--- src/rtl/quad_encoder_gen_if.sv ---
// Command channel of the quadrature encoder emulator: step request handshake,
// direction/count/period fields and the abort line.
interface quad_encoder_gen_if #(
  parameter int DIV_W = 16,
  parameter int CNT_W = 8
);
  logic             cmd_valid;
  logic             cmd_ready;
  logic             cmd_dir;
  logic [CNT_W-1:0] cmd_count;
  logic             cmd_abort;
  logic [DIV_W-1:0] step_period;

  modport master (
    output cmd_valid,
    output cmd_dir,
    output cmd_count,
    output cmd_abort,
    output step_period,
    input  cmd_ready
  );

  modport slave (
    input  cmd_valid,
    input  cmd_dir,
    input  cmd_count,
    input  cmd_abort,
    input  step_period,
    output cmd_ready
  );
endinterface

--- src/rtl/quad_encoder_gen.sv ---
// Quadrature encoder emulator: converts (direction, count) step commands into
// a glitch-free Gray-code pair quadA/quadB with a programmable edge period.
module quad_encoder_gen #(
  parameter int DIV_W = 16,
  parameter int CNT_W = 8
) (
  input  logic                clk,
  input  logic                reset,
  quad_encoder_gen_if.slave   cmd,
  output logic                quadA,
  output logic                quadB,
  output logic                busy,
  output logic                done
);

  typedef enum logic {
    IDLE = 1'b0,
    RUN  = 1'b1
  } state_t;

  state_t           state, stateNext;
  logic [1:0]       gray, grayNext;
  logic [CNT_W-1:0] rem, remNext;
  logic [DIV_W-1:0] div, divNext;
  logic [DIV_W-1:0] per, perNext;
  logic             dirLat, dirNext;
  logic             doneNext;

  function automatic logic [DIV_W-1:0] effPeriod(input logic [DIV_W-1:0] sp);
    return (sp == '0) ? DIV_W'(1) : sp;
  endfunction

  // One Gray step; the phase is kept directly in output encoding so that
  // quadA/quadB come straight from flops and only one bit moves per step.
  function automatic logic [1:0] stepGray(input logic [1:0] g, input logic up);
    logic [1:0] n;
    case (g)
      2'b00:   n = up ? 2'b01 : 2'b10;
      2'b01:   n = up ? 2'b11 : 2'b00;
      2'b11:   n = up ? 2'b10 : 2'b01;
      default: n = up ? 2'b00 : 2'b11;
    endcase
    return n;
  endfunction

  always_comb begin
    stateNext = state;
    grayNext  = gray;
    remNext   = rem;
    divNext   = div;
    perNext   = per;
    dirNext   = dirLat;
    doneNext  = 1'b0;
    unique case (state)
      IDLE: begin
        if (cmd.cmd_valid && (cmd.cmd_count != '0)) begin
          stateNext = RUN;
          dirNext   = cmd.cmd_dir;
          remNext   = cmd.cmd_count;
          perNext   = effPeriod(cmd.step_period);
          divNext   = effPeriod(cmd.step_period) - DIV_W'(1);
        end
      end
      RUN: begin
        if (cmd.cmd_abort) begin
          stateNext = IDLE;
        end else if (div == '0) begin
          grayNext = stepGray(gray, dirLat);
          remNext  = rem - CNT_W'(1);
          divNext  = per - DIV_W'(1);
          if (rem == CNT_W'(1)) begin
            doneNext  = 1'b1;
            stateNext = IDLE;
          end
        end else begin
          divNext = div - DIV_W'(1);
        end
      end
      default: stateNext = IDLE;
    endcase
  end

  // Control and output registers
  always_ff @(posedge clk or posedge reset) begin
    if (reset) begin
      state         <= IDLE;
      gray          <= 2'b00;
      rem           <= '0;
      div           <= '0;
      done          <= 1'b0;
      busy          <= 1'b0;
      cmd.cmd_ready <= 1'b1;
    end else begin
      state         <= stateNext;
      gray          <= grayNext;
      rem           <= remNext;
      div           <= divNext;
      done          <= doneNext;
      busy          <= (stateNext == RUN);
      cmd.cmd_ready <= (stateNext == IDLE);
    end
  end

  // Latched command fields, only meaningful while RUN
  always_ff @(posedge clk) begin
    per    <= perNext;
    dirLat <= dirNext;
  end

  assign quadA = gray[1];
  assign quadB = gray[0];

endmodule
--- src/flat_wrapper.sv ---
// flat-port wrapper written by rule: the top's interface ports become plain ports
module quad_encoder_gen_flat 
#(
  parameter int DIV_W = 16,
  parameter int CNT_W = 8
)
  (clk, reset, quadA, quadB, busy, done, cmd_cmd_valid, cmd_cmd_dir, cmd_cmd_count, cmd_cmd_abort, cmd_step_period, cmd_cmd_ready);
  quad_encoder_gen_if #(.DIV_W(DIV_W), .CNT_W(CNT_W)) cmd_i ();
  input  logic clk;
  input  logic reset;
  output logic quadA;
  output logic quadB;
  output logic busy;
  output logic done;
  input wire logic [$bits(cmd_i.cmd_valid)-1:0] cmd_cmd_valid;
  input wire logic [$bits(cmd_i.cmd_dir)-1:0] cmd_cmd_dir;
  input wire logic [$bits(cmd_i.cmd_count)-1:0] cmd_cmd_count;
  input wire logic [$bits(cmd_i.cmd_abort)-1:0] cmd_cmd_abort;
  input wire logic [$bits(cmd_i.step_period)-1:0] cmd_step_period;
  output wire logic [$bits(cmd_i.cmd_ready)-1:0] cmd_cmd_ready;
  assign cmd_i.cmd_valid = cmd_cmd_valid;
  assign cmd_i.cmd_dir = cmd_cmd_dir;
  assign cmd_i.cmd_count = cmd_cmd_count;
  assign cmd_i.cmd_abort = cmd_cmd_abort;
  assign cmd_i.step_period = cmd_step_period;
  assign cmd_cmd_ready = cmd_i.cmd_ready;
  quad_encoder_gen #(.DIV_W(DIV_W), .CNT_W(CNT_W)) u_core (.clk(clk), .reset(reset), .cmd(cmd_i), .quadA(quadA), .quadB(quadB), .busy(busy), .done(done));
endmodule
--- config.mk ---
export PLATFORM = sky130hd
export DESIGN_NAME = quad_encoder_gen_flat
export DESIGN_NICKNAME = d
export VERILOG_FILES = /design/src/rtl/quad_encoder_gen_if.sv /design/src/rtl/quad_encoder_gen.sv /design/src/flat_wrapper.sv
export SDC_FILE = /design/constraint.sdc
export NUM_CORES = 1
export LEC_CHECK = 0
export ABC_AREA = 1
export BUFFER_PORTS_ARGS = -buffer_cell sky130_fd_sc_hd__clkbuf_2
export CAP_MARGIN = 25
export CORE_MARGIN = 2
export CORE_UTILIZATION = 51
export DETAILED_ROUTE_END_ITERATION = 10
export PLACE_DENSITY = 0.71
export SETUP_SLACK_MARGIN = 0.15
export SLEW_MARGIN = 0
export SYNTH_ARGS = -nofsm -noshare
export SYNTH_HDL_FRONTEND = slang
export SYNTH_SLANG_ARGS = --single-unit
export TNS_END_PERCENT = 30
--- constraint.sdc ---
create_clock -name clk -period 2 [get_ports clk]
set_input_delay 0.4 -clock clk [delete_from_list [all_inputs] [get_ports clk]]
set_output_delay 0.4 -clock clk [all_outputs]
set_load 0.01 [all_outputs]
**Word-level counts from Yosys, hierarchy flattened**

Cells that the tools add are included.

- RAM bits: 0
- Bits of input ports: 29
- Bits in latches: 0
- ROM bits: 0
- Register bits: 46
- Memories: 0
- Logic and storage cells: 53

- Bitwise logic cells: 3
- Order comparisons: 0
- Eq/ne operators: 6
- Add/sub/neg operators: 4
- Div/mod/pow operators: 0
- Shift operators: 0
- Reduce and logical (&&, ||, !) cells: 9
- $mul: 0
- Multiplexer cells: 23

Operator list:

| cell | count |
|---|---|
| 2-to-1 mux 16 bit | 4 |
| subtractor 16 x 1 -> 16 bit (second input constant) | 3 |
| logical NOT 16 bit | 2 |
| one-hot mux 16 bit (2 select lines) | 1 |
| 2-to-1 mux 8 bit | 3 |
| one-hot mux 8 bit (2 select lines) | 1 |
| == test 8 x 1 -> 1 bit (second input constant) | 1 |
| 2-to-1 mux 1 bit | 8 |
| 2-to-1 mux 2 bit | 4 |
| nonzero test 8 bit | 1 |
| subtractor 8 x 1 -> 8 bit (second input constant) | 1 |
| one-hot mux 2 bit (3 select lines) | 1 |
| AND reduction 3 bit | 2 |
| != test 2 bit (second input constant) | 2 |
| AND reduction 2 bit | 2 |
| inverter 1 bit | 3 |
| == test 2 x 1 -> 1 bit (second input constant) | 1 |
| == test 2 bit (second input constant) | 1 |
| logical NOT 2 bit | 1 |
| != test 2 x 1 -> 1 bit (second input constant) | 1 |
| one-hot mux 1 bit (2 select lines) | 1 |
| logical AND 1 bit | 1 |

**Depth between registers and ports, before layout**

Gate-level depths: netlist of the first run.

- Depth after elaboration: 6
- Mapped depth: 15
- Depth with buffers taken out: 14

**Least setup slack after synthesis of the first run**

OpenSTA, ideal clock, no wires.

- Path type: input to register
- Start point: in cmd_cmd_count[5]
- End point: reg u_core.div[2]
- Slack: 112 ps
- Library setup time: 123 ps
- Stages on the path: 9
- Arrival: 1765 ps
- Path through: or2_1 -> nor3_1 -> a21oi_1 -> nand2_1 -> inv_1 -> nor2_4 -> clkinv_1 -> o21ai_0 -> nand2_1

- Longest elaborated chain between the ends: 4

Ends and longest elaborated chain:

| what | line | text |
|---|---|---|
| start: declaration | flat_wrapper.sv:17 | `input wire logic [$bits(cmd_i.cmd_count)-1:0] cmd_cmd_count;` |
| nonzero test 8 bit | quad_encoder_gen.sv:56 | `if (cmd.cmd_valid && (cmd.cmd_count != '0)) begin` |
| logical AND 1 bit | quad_encoder_gen.sv:56 |  |
| != test 2 x 1 -> 1 bit (no line) | n/a |  |
| AND reduction 2 bit (no line) | n/a |  |
| end signal: assignment | quad_encoder_gen.sv:97 | `div <= divNext;` |
| end: declaration | quad_encoder_gen.sv:24 | `logic [DIV_W-1:0] div, divNext;` |

No other way between the ends.
A chain may end at the register's enable or synchronous reset.

**Worst setup path in the final report of the first run**

- Start point: reg u_core.div[3]
- End point: reg u_core.rem[5]

- Longest elaborated chain between the ends: 3

Ends and longest elaborated chain:

| what | line | text |
|---|---|---|
| logical NOT 16 bit | quad_encoder_gen.sv:67 | `end else if (div == '0) begin` |
| != test 2 bit (no line) | n/a |  |
| AND reduction 3 bit (no line) | n/a |  |
| end signal: assignment | quad_encoder_gen.sv:96 | `rem <= remNext;` |
| end: declaration | quad_encoder_gen.sv:23 | `logic [CNT_W-1:0] rem, remNext;` |

No other way between the ends.

==> impl_metrics.json, run 1 <==
{
  "status": "finished, final reports clean",
  "yosys.area.top_type": "dfrtp_1",
  "yosysSeqAreaShare": 0.433,
  "drt_iter0_drc": 178,
  "ios": 34,
  "rsz0062_at_grt": "yes",
  "cts_sinks": 46,
  "num-fill-cells": 432,
  "clockBufferDepth": 2,
  "crit_end": "u_core.rem[5]",
  "hp-class": "input pin to asynchronous set/reset pin",
  "ys_ff_latch": 46,
  "drc": 0,
  "drive_gt1_frac": 0.374,
  "worstPathMaxFanout": 7,
  "worst_slack_ns": 0.0857,
  "gp_congestion": 0.872,
  "areaGrowthSynthToFinish_pct": 30.6,
  "wl_per_cell_um": 14.6,
  "track_usage": 0.222,
  "fin_crit_sh": 0.957,
  "wirelength_um": 7550,
  "dieArea_um2": 6210,
  "r2r_slack_ns": 0.09,
  "syn_area_per_cell_um2": 7.47,
  "grt.overflow.total": 0,
  "cp.required_ns": 2.19,
  "htreeDepth": 2,
  "grt_pass1_wl_um": 10800,
  "cts_tree": "yes",
  "dp_slack_ns": 0.0412,
  "max_cap_viol_count": 0,
  "reg2reg_depth": 11,
  "crit_path_start_kind": "flop",
  "crit_start": "u_core.div[3]",
  "setup_viol": 0,
  "crit_arrival_ns": 2.11,
  "synth_top_area_frac": 0.245,
  "path_class": "flop to flop",
  "grt_pass1_vias": 2390,
  "rr_startpoint": "u_core.div[3]",
  "cts_root_buffer": "clkbuf_8",
  "ant_nets": 0,
  "num_vias": 2699,
  "antenna_found_initial": 0,
  "clk_pin_slew_ns": 0.10,
  "place_inst": 473,
  "fin_nets": 477,
  "timing.final.hold_violations": 0,
  "crit_path_end_kind": "flop",
  "place.detailed.hpwl_um": 4630,
  "regArea_um2": 1240,
  "r2r-end": "u_core.rem[5]",
  "via_per_inst": 5.21,
  "fin_cells": 518,
  "grt_max_degree": 30,
  "fin_crit_ns": 1.91,
  "synth_area_leaders": "dfrtp_1 25%, edfxtp_1 18%, nand2_1 13%",
  "fp-row-count": 27,
  "ys.warnings.count": 0,
  "syn_area_um2": 2860,
  "start_util": 0.522,
  "num_antenna_cells": 0,
  "yosysUniqueCellTypes": 37,
  "drt_pass1_iterations": 4,
  "fin_skew_ns": 0.0166,
  "worstMarginPinSlew_ns": 0.394,
  "relSlewSlack": 0.738,
  "die_x_um": 78.8,
  "p_leak_uw": 0.00170,
  "core_um2": 5470,
  "die_h_um": 78.8,
  "insertion_delay_ns": 0.31,
  "drv_slew": 0,
  "clock.fmax_ghz": 0.522,
  "place.port_buffers": 33,
  "syn-num-nets": 414,
  "synthCells": 382,
  "multiInputGateArea_um2": 1610,
  "peakVddDrop_uv": 577,
  "cts_buffers": 5,
  "power_density_nw_per_um2": 933
}
routing by layer:
metal | part of all wire | GRT usage | vias up
met5 | 0 | 0 | -
met4 | 0.030 | 0.0879 | 0
met3 | 0.043 | 0.0455 | 19
met2 | 0.53 | 0.381 | 74
met1 | 0.40 | 0.274 | 1281
li1 | - | - | 1325
cell usage after synthesis:
master and count:
nand2_1 97, nor2_1 66, inv_1 32, dfrtp_1 28
nand3_1 22, o21ai_0 22, clkbuf_1 17, edfxtp_1 17
nand2_2 12, xor2_1 7, nand4_1 6, nand3_2 5
nor2_4 5, a21oi_1 4, o21ai_1 4, buf_2 3
buf_6 3, ha_1 3, nor2_2 3, xnor2_1 3
buf_4 2, inv_2 2, nand2_4 2, nor3_1 2
o211ai_1 2, or2_2 2, a22o_1 1, a31oi_1 1
clkinv_1 1, dfstp_2 1, inv_4 1, nand3b_1 1
nor4_1 1, o21a_1 1, o21ai_2 1, o22ai_1 1
or2_1 1
worst min-delay path by stage:
| stage | start | to | slack [ns] | cells after the start |
|---|---|---|---|---|
| 5_1_grt | reset | u_core.div[3] | 0.18 | 3 |
| 6_report | reset | u_core.div[5] | 0.13 | 3 |
| 3_3_place_gp | reset | u_core.rem[7] | 0.48 | 3 |
| 2_1_floorplan | u_core.rem[5] | u_core.rem[5] | 0.47 | 1 |
| 3_5_place_dp | reset | u_core.rem[7] | 0.48 | 3 |
| 4_1_cts | reset | u_core.div[3] | 0.15 | 3 |
cells in the final DEF, fill, tap and decap left out, types with 7 or more instances in the layout:
cell | Yosys | routed
buf_4 | 2 | 37
buf_6 | 3 | 9
clkbuf_2 | 0 | 33
dfrtp_1 | 28 | 27
edfxtp_1 | 17 | 17
inv_1 | 32 | 30
nand2_1 | 97 | 71
nand2_2 | 12 | 25
nand2_4 | 2 | 15
nand3_1 | 22 | 13
nand3_2 | 5 | 13
nor2_1 | 66 | 60
nor2_4 | 5 | 9
o21ai_0 | 22 | 22
xor2_1 | 7 | 7
report_power, final:
part	internal, uW	total (uW)	switching (uW)	leakage, uW
Combinational	664	1540	873	0.00116
Clock	249	572	323	0.0000395
Sequential	1200	1370	172	0.000508
state kept, by name, indices dropped and copies added, names as in the netlist:
signal                count
u_core.div               16
u_core.cmd.cmd_ready      1
u_core.per               16
u_core.dirLat             1
u_core.busy               1
u_core.gray               2
u_core.done               1
u_core.rem                8
worst max-delay path, cell delays in order (launching register included):
cell and delay (ns):
dfrtp_1 0.42, nor2_1 0.12, nand2_1 0.09, nor2_4 0.22, buf_6 0.15, buf_4 0.10
nand2_2 0.09, nor2_4 0.13, inv_4 0.08, nand2_8 0.08, o21ai_0 0.11, a22o_1 0.19
cell families after synthesis:
family          after synthesis  synth area share
fa+ha+maj                     3            0.0131
flops                        46             0.433
xor+xnor                     10            0.0307
simple gates                225             0.359
compound gates               37            0.0710
buf+inv                      61            0.0929
metrics by stage:
step           cell area, um2  setup TNS [ns]  utilization  power, uW  hold WS [ns]
6_report                 3730               0        0.681       3480         0.129
5_1_grt                  3730         -0.0643        0.681       3690         0.177
4_1_cts                  3230               0        0.590       3010         0.155
3_5_place_dp             3070               0        0.562       2400         0.478
3_3_place_gp             3070               0        0.562       2380         0.475
2_1_floorplan            2870               0            -       2140         0.467
final cells by class:
| cell class | instances | share of cell area |
|---|---|---|
| repair buffers | 80 | 0.151 |
| flip-flops and latches | 46 | 0.332 |
| inverters | 36 | 0.0389 |
| multi-input cells | 276 | 0.432 |
| clock buffers | 8 | 0.0215 |
| well taps | 72 | 0.0242 |
timing repair:
action,in CTS,in global routing
hold buffers,0,0
gates cloned,0,1
setup endpoints to repair,8,17
pin swaps,3,47
resized for setup,3,71
setup buffers,9,27
Power figures use the tool's default switching activity.
==> inputs of run 2 (changes only) <==
- BUFFER_PORTS_ARGS: -buffer_cell sky130_fd_sc_hd__clkbuf_2 -> -buffer_cell sky130_fd_sc_hd__buf_2
==> run 2 against run 1 <==
  * Via count is 5.9% lower
  * Clock power increased by 5.4%
  * Highest routed layer unchanged
  * Combinational power fell by 15%
  * Maximum frequency increased by 1.4%
  * Largest cell class unchanged
  * Hold slack gained 0.023 ns
  * Sequential cell count did not move
  * Clock skew decreased by 0.0078 ns
  * Setup slack improved by 0.027 ns
  * Cell count fell by 3.5%
  * Critical path depth rose by 2
  * Power is 6.1% lower
==> impl_metrics.json, run 2 (same netlist as run 1, synthesis figures left out) <==
{
  "status": "finished, final reports clean",
  "ios": 34,
  "setup_viol": 0,
  "timing.final.hold_violations": 0,
  "antenna_found_initial": 0,
  "drive_gt1_frac": 0.327,
  "reg_top3": "u_core.div (16), u_core.per (16), u_core.rem (8)",
  "rr_startpoint": "u_core.div[2]",
  "slowest_stage": "dfrtp_1",
  "crit_path_start_kind": "flop",
  "grt_pass1_vias": 2496,
  "crit_start": "u_core.div[2]",
  "power_density_nw_per_um2": 939,
  "cp_common_cell": "nand2_2",
  "fin_nets": 459,
  "core_um2": 5470,
  "final_cell_mix": "77 x nand2_1, 63 x nor2_1, 33 x buf_2, 30 x inv_1",
  "htreeDepth": 2,
  "crit_arrival_ns": 2.09,
  "grt_max_degree": 30,
  "cts_root_buffer": "clkbuf_8",
  "die_x_um": 78.8,
  "areaGrowthSynthToFinish_pct": 21.8,
  "num_antenna_cells": 0,
  "crit_path_end_kind": "flop",
  "die_h_um": 78.8,
  "cts_buffers": 5,
  "grt_pass1_wl_um": 11600,
  "ant_nets": 0,
  "worst_slack_ns": 0.113,
  "num_vias": 2539,
  "worstPathMaxFanout": 6,
  "dieArea_um2": 6210,
  "fp-row-count": 27,
  "dp_slack_ns": 0.0339,
  "p_leak_uw": 0.00158,
  "grt.overflow.total": 0,
  "rsz0062_at_grt": "yes",
  "clock.fmax_ghz": 0.530,
  "via_per_inst": 5.08,
  "drv_slew": 0,
  "drc": 0,
  "place.port_buffers": 33,
  "max_stage_delay_ns": 0.41,
  "gp_congestion": 0.859,
  "worstMarginPinSlew_ns": 0.396,
  "drt_iter0_drc": 160,
  "cp.required_ns": 2.21,
  "hp-class": "input pin to asynchronous set/reset pin",
  "postCtsHoldBufs": 0,
  "fin_skew_ns": 0.00881,
  "start_util": 0.522,
  "place.detailed.hpwl_um": 4820,
  "fin_setup_tns_ns": 0,
  "clockBufferDepth": 2,
  "peakVddDrop_uv": 499,
  "fin_crit_sh": 0.944,
  "path_class": "flop to flop",
  "layout_commonest_cell": "nand2_1",
  "clk_pin_slew_ns": 0.09,
  "max_cap_viol_count": 0,
  "relSlewSlack": 0.736,
  "cts_tree": "yes",
  "track_usage": 0.239,
  "p_total_uw": 3270,
  "cts_sinks": 46,
  "drt_pass1_iterations": 4,
  "fin_crit_ns": 1.89,
  "crit_chain": "nor2_1 > nand2_1 > nor2_4 > nand3_2 > nand2_2 > nand2_2 > buf_4 > nand2_2 > nor2_2 > nand2_4 > buf_4 > xnor2_2 > o21ai_2",
  "wl_per_cell_um": 13.7,
  "insertion_delay_ns": 0.31,
  "wirelength_um": 6840
}
==> run 2: changes by cell type in the layout (fill, tap and decap cells not counted), moves of 2 or more <==
cell	before	now
buf_6	9	6
clkbuf_1	3	1
buf_4	37	24
nor2_1	60	63
nand2_1	71	77
nand2_4	15	7
nor2_4	9	6
clkbuf_2	33	0
nand3_2	13	11
buf_2	0	33
nand2_2	25	27
nand3_1	13	15
==> run 2: final timing paths <==
kind	endpoint	depth (start not counted)	slack (ns)
max in group asynchronous	u_core.cmd.cmd_ready	3	1.52
hold / removal	u_core.div[15]	3	0.15
setup reg to reg	u_core.div[7]	13	0.11
min in group clk	u_core.dirLat	1	0.26
setup / recovery	u_core.div[7]	13	0.11
hold reg to reg	u_core.rem[7]	2	0.52
==> run 2: power breakdown <==
part	leakage, uW	switching, uW	internal, uW
sequential	0.000508	157	1200
combinational	0.00103	778	531
clock	0.0000482	324	279
==> run 2: layout make-up <==
class                      instances  area, um2
fill                             484       1990
multi-input combinational        275       1500
sequential                        46       1240
timing repair buffer              63        413
inverter                          36        143
tap                               72       90.1
clock buffer                       7       86.3
clock inverter                     1       5.00
==> run 2: worst max-delay path, delay by kind of cell, from the launching register on <==
family | cells | cell delay, ns
DFF | 1 | 0.41
xor gates and xnor gates | 1 | 0.11
and+or+nand+nor | 9 | 0.94
buffers and inverters | 2 | 0.28
AOI/OAI and AO/OA | 1 | 0.06
==> run 2: through the flow <==
stage	cell area [um2]	util	std cells	hold slack, ns
finish	3480	0.636	500	0.152
global route	3480	0.636	500	0.214
CTS	3270	0.598	491	0.172
detailed placement	3070	0.562	473	0.498
global placement	3070	0.562	473	0.484
floorplan	2870	-	382	0.467
==> run 2: timing repair <==
item | CTS | global route
pin swaps | 5 | 28
gates resized for setup | 9 | 40
endpoints found under the setup margin | 10 | 16
setup buffers | 10 | 9
==> run 2: routing by layer <==
layer,global-route usage,up-vias,part of all wire
li1,-,1292,-
met1,0.302,1172,0.42
met2,0.415,59,0.52
met3,0.0432,16,0.045
met4,0.0810,0,0.023
met5,0,-,0
==> inputs of run 3 (changes only) <==
- clock period: 2 -> 2.2 ns (I/O delays scaled with it)
==> run 3 against run 2 <==
  * Core utilization is 4.8 points lower
  * Hold slack gained 0.052 ns
  * Sequential cell count unchanged
  * Critical path type unchanged
  * Non-clock buffer count is 14 lower
  * Via count is 3.9% lower
  * Largest power group unchanged
  * Global-route usage down 3.7 points
  * Clock skew decreased by 0.0066 ns
  * Setup slack improved by 0.16 ns
  * Die area unchanged
  * Cell count fell by 2.6%
==> impl_metrics.json, run 3 (same netlist as run 1, synthesis figures left out) <==
{
  "status": "finished, final reports clean",
  "rsz0062_at_grt": "yes",
  "crit_end": "u_core.div[10]",
  "p_leak_uw": 0.00149,
  "peakVddDrop_uv": 448,
  "drt_iter0_drc": 160,
  "postLayoutCellArea_um2": 3220,
  "fin_setup_tns_ns": 0,
  "final_cell_mix": "96 x nand2_1, 65 x nor2_1, 33 x buf_2, 32 x inv_1, 27 x dfrtp_1",
  "worstMarginPinSlew_ns": 0.391,
  "crit_path_end_kind": "flop",
  "track_usage": 0.203,
  "reg2reg_depth": 9,
  "max_cap_viol_count": 0,
  "r2r_slack_ns": 0.27,
  "fp-row-count": 27,
  "start_util": 0.522,
  "num_antenna_cells": 0,
  "via_per_inst": 5.01,
  "drv_slew": 0,
  "rr_startpoint": "u_core.busy",
  "slowest_stage": "dfrtp_2",
  "placed_cell_area_um2": 3030,
  "fin_crit_sh": 0.877,
  "setup_viol": 0,
  "grt.overflow.total": 0,
  "core_um2": 5470,
  "clk_pin_slew_ns": 0.08,
  "clock.fmax_ghz": 0.518,
  "max_stage_delay_ns": 0.51,
  "relSlewSlack": 0.740,
  "crit_path_start_kind": "flop",
  "r2r-end": "u_core.div[10]",
  "num_vias": 2441,
  "cp.required_ns": 2.39,
  "insertion_delay_ns": 0.30,
  "crit_arrival_ns": 2.12,
  "cts_tree": "yes",
  "drive_gt1_frac": 0.229,
  "grt_max_degree": 30,
  "fin_crit_ns": 1.93,
  "die_x_um": 78.8,
  "reg_top3": "u_core.div (16), u_core.per (16), u_core.rem (8)",
  "ant_nets": 0,
  "areaGrowthSynthToFinish_pct": 12.7,
  "grt_pass1_vias": 2291,
  "place.detailed.hpwl_um": 4380,
  "crit_chain": "or2_2 > nand2_2 > ha_2 > nand3_2 > nor2_4 > nand2_2 > xor2_1 > nand2_1 > nand2_1",
  "grt_pass1_wl_um": 9970,
  "wl_per_cell_um": 12.4,
  "timing.final.hold_violations": 0,
  "drt_pass1_iterations": 4,
  "wirelength_um": 6060,
  "clockBufferDepth": 2,
  "postCtsHoldBufs": 0,
  "place.port_buffers": 33,
  "fin_skew_ns": 0.00225,
  "antenna_found_initial": 0,
  "fin_nets": 446,
  "path_class": "flop to flop",
  "worstPathMaxFanout": 10,
  "cts_root_buffer": "clkbuf_8",
  "htreeDepth": 2,
  "cts_buffers": 5,
  "num-fill-cells": 508,
  "die_h_um": 78.8,
  "gp_congestion": 0.894,
  "crit_start": "u_core.busy",
  "dieArea_um2": 6210,
  "power_density_nw_per_um2": 846,
  "hp-class": "input pin to asynchronous set/reset pin",
  "layout_commonest_cell": "nand2_1",
  "drc": 0,
  "ios": 34,
  "cts_sinks": 46
}
-- run 3: changes by cell type in the layout (fill, tap and decap cells not counted), sizes merged --
| cell | delta |
|---|---|
| clkbuf | -1 |
| clkinv | +1 |
| clkinvlp | -1 |
| inv | +1 |
| buf | -14 |
| nor2 | +1 |
-- run 3: stage by stage --
step / setup slack, ns / utilization / instances / hold slack (ns) / power [uW]
after floorplan: 0.272 / - / 382 / 0.467 / 1940
after global placement: 0.189 / 0.553 / 468 / 0.488 / 2130
after detailed placement: 0.158 / 0.553 / 468 / 0.490 / 2150
after CTS: 0.185 / 0.569 / 476 / 0.209 / 2650
after global routing: 0.120 / 0.588 / 487 / 0.231 / 2930
final: 0.271 / 0.588 / 487 / 0.204 / 2720
-- run 3: cell type report --
cell class	instances	area, um2	share of cell area
Sequential cell	46	1240	0.385
Multi-Input combinational cell	276	1370	0.425
Tap cell	72	90.1	0.0280
Clock buffer	6	72.6	0.0226
Inverter	36	143	0.0443
Clock inverter	2	10.0	0.00311
Timing Repair Buffer	49	298	0.0925
-- run 3: how the worst min path moves through the flow --
stage                    endpoint          start
floorplan           u_core.rem[5]  u_core.rem[5]
global placement    u_core.rem[5]  u_core.rem[5]
detailed placement  u_core.div[9]  u_core.div[9]
CTS                 u_core.rem[0]          reset
global route        u_core.rem[0]          reset
finish              u_core.rem[0]          reset
-- run 3: power breakdown --
| part | leakage [uW] | internal [uW] | switching, uW | total, uW |
|---|---|---|---|---|
| Combinational | 0.000936 | 375 | 592 | 967 |
| Sequential | 0.000508 | 1090 | 166 | 1260 |
| Clock | 0.0000450 | 221 | 280 | 501 |
| Total | 0.00149 | 1680 | 1040 | 2720 |
-- run 3: routing by layer --
metal	vias up	routed length (um)	GRT usage
li1	1263	-	-
met5	-	0	0
met3	8	174	0.0352
met4	0	78	0.0655
met2	50	3140	0.370
met1	1120	2670	0.242
-- run 3: worst max-delay path: cells and delay by family (launching register included) --
| kind | cells | cell delay [ns] |
|---|---|---|
| XOR/XNOR | 1 | 0.15 |
| AND/OR/NAND/NOR | 7 | 0.96 |
| flip-flops | 1 | 0.51 |
| adder cells (fa/ha/maj) | 1 | 0.21 |
-- run 3: what timing repair did --
action / in CTS / in global routing
resized for setup: 1 / 5
buffers inserted: 0 / 10
cloned: 0 / 1
pin swaps: 0 / 2
endpoints found under the setup margin: 1 / 7
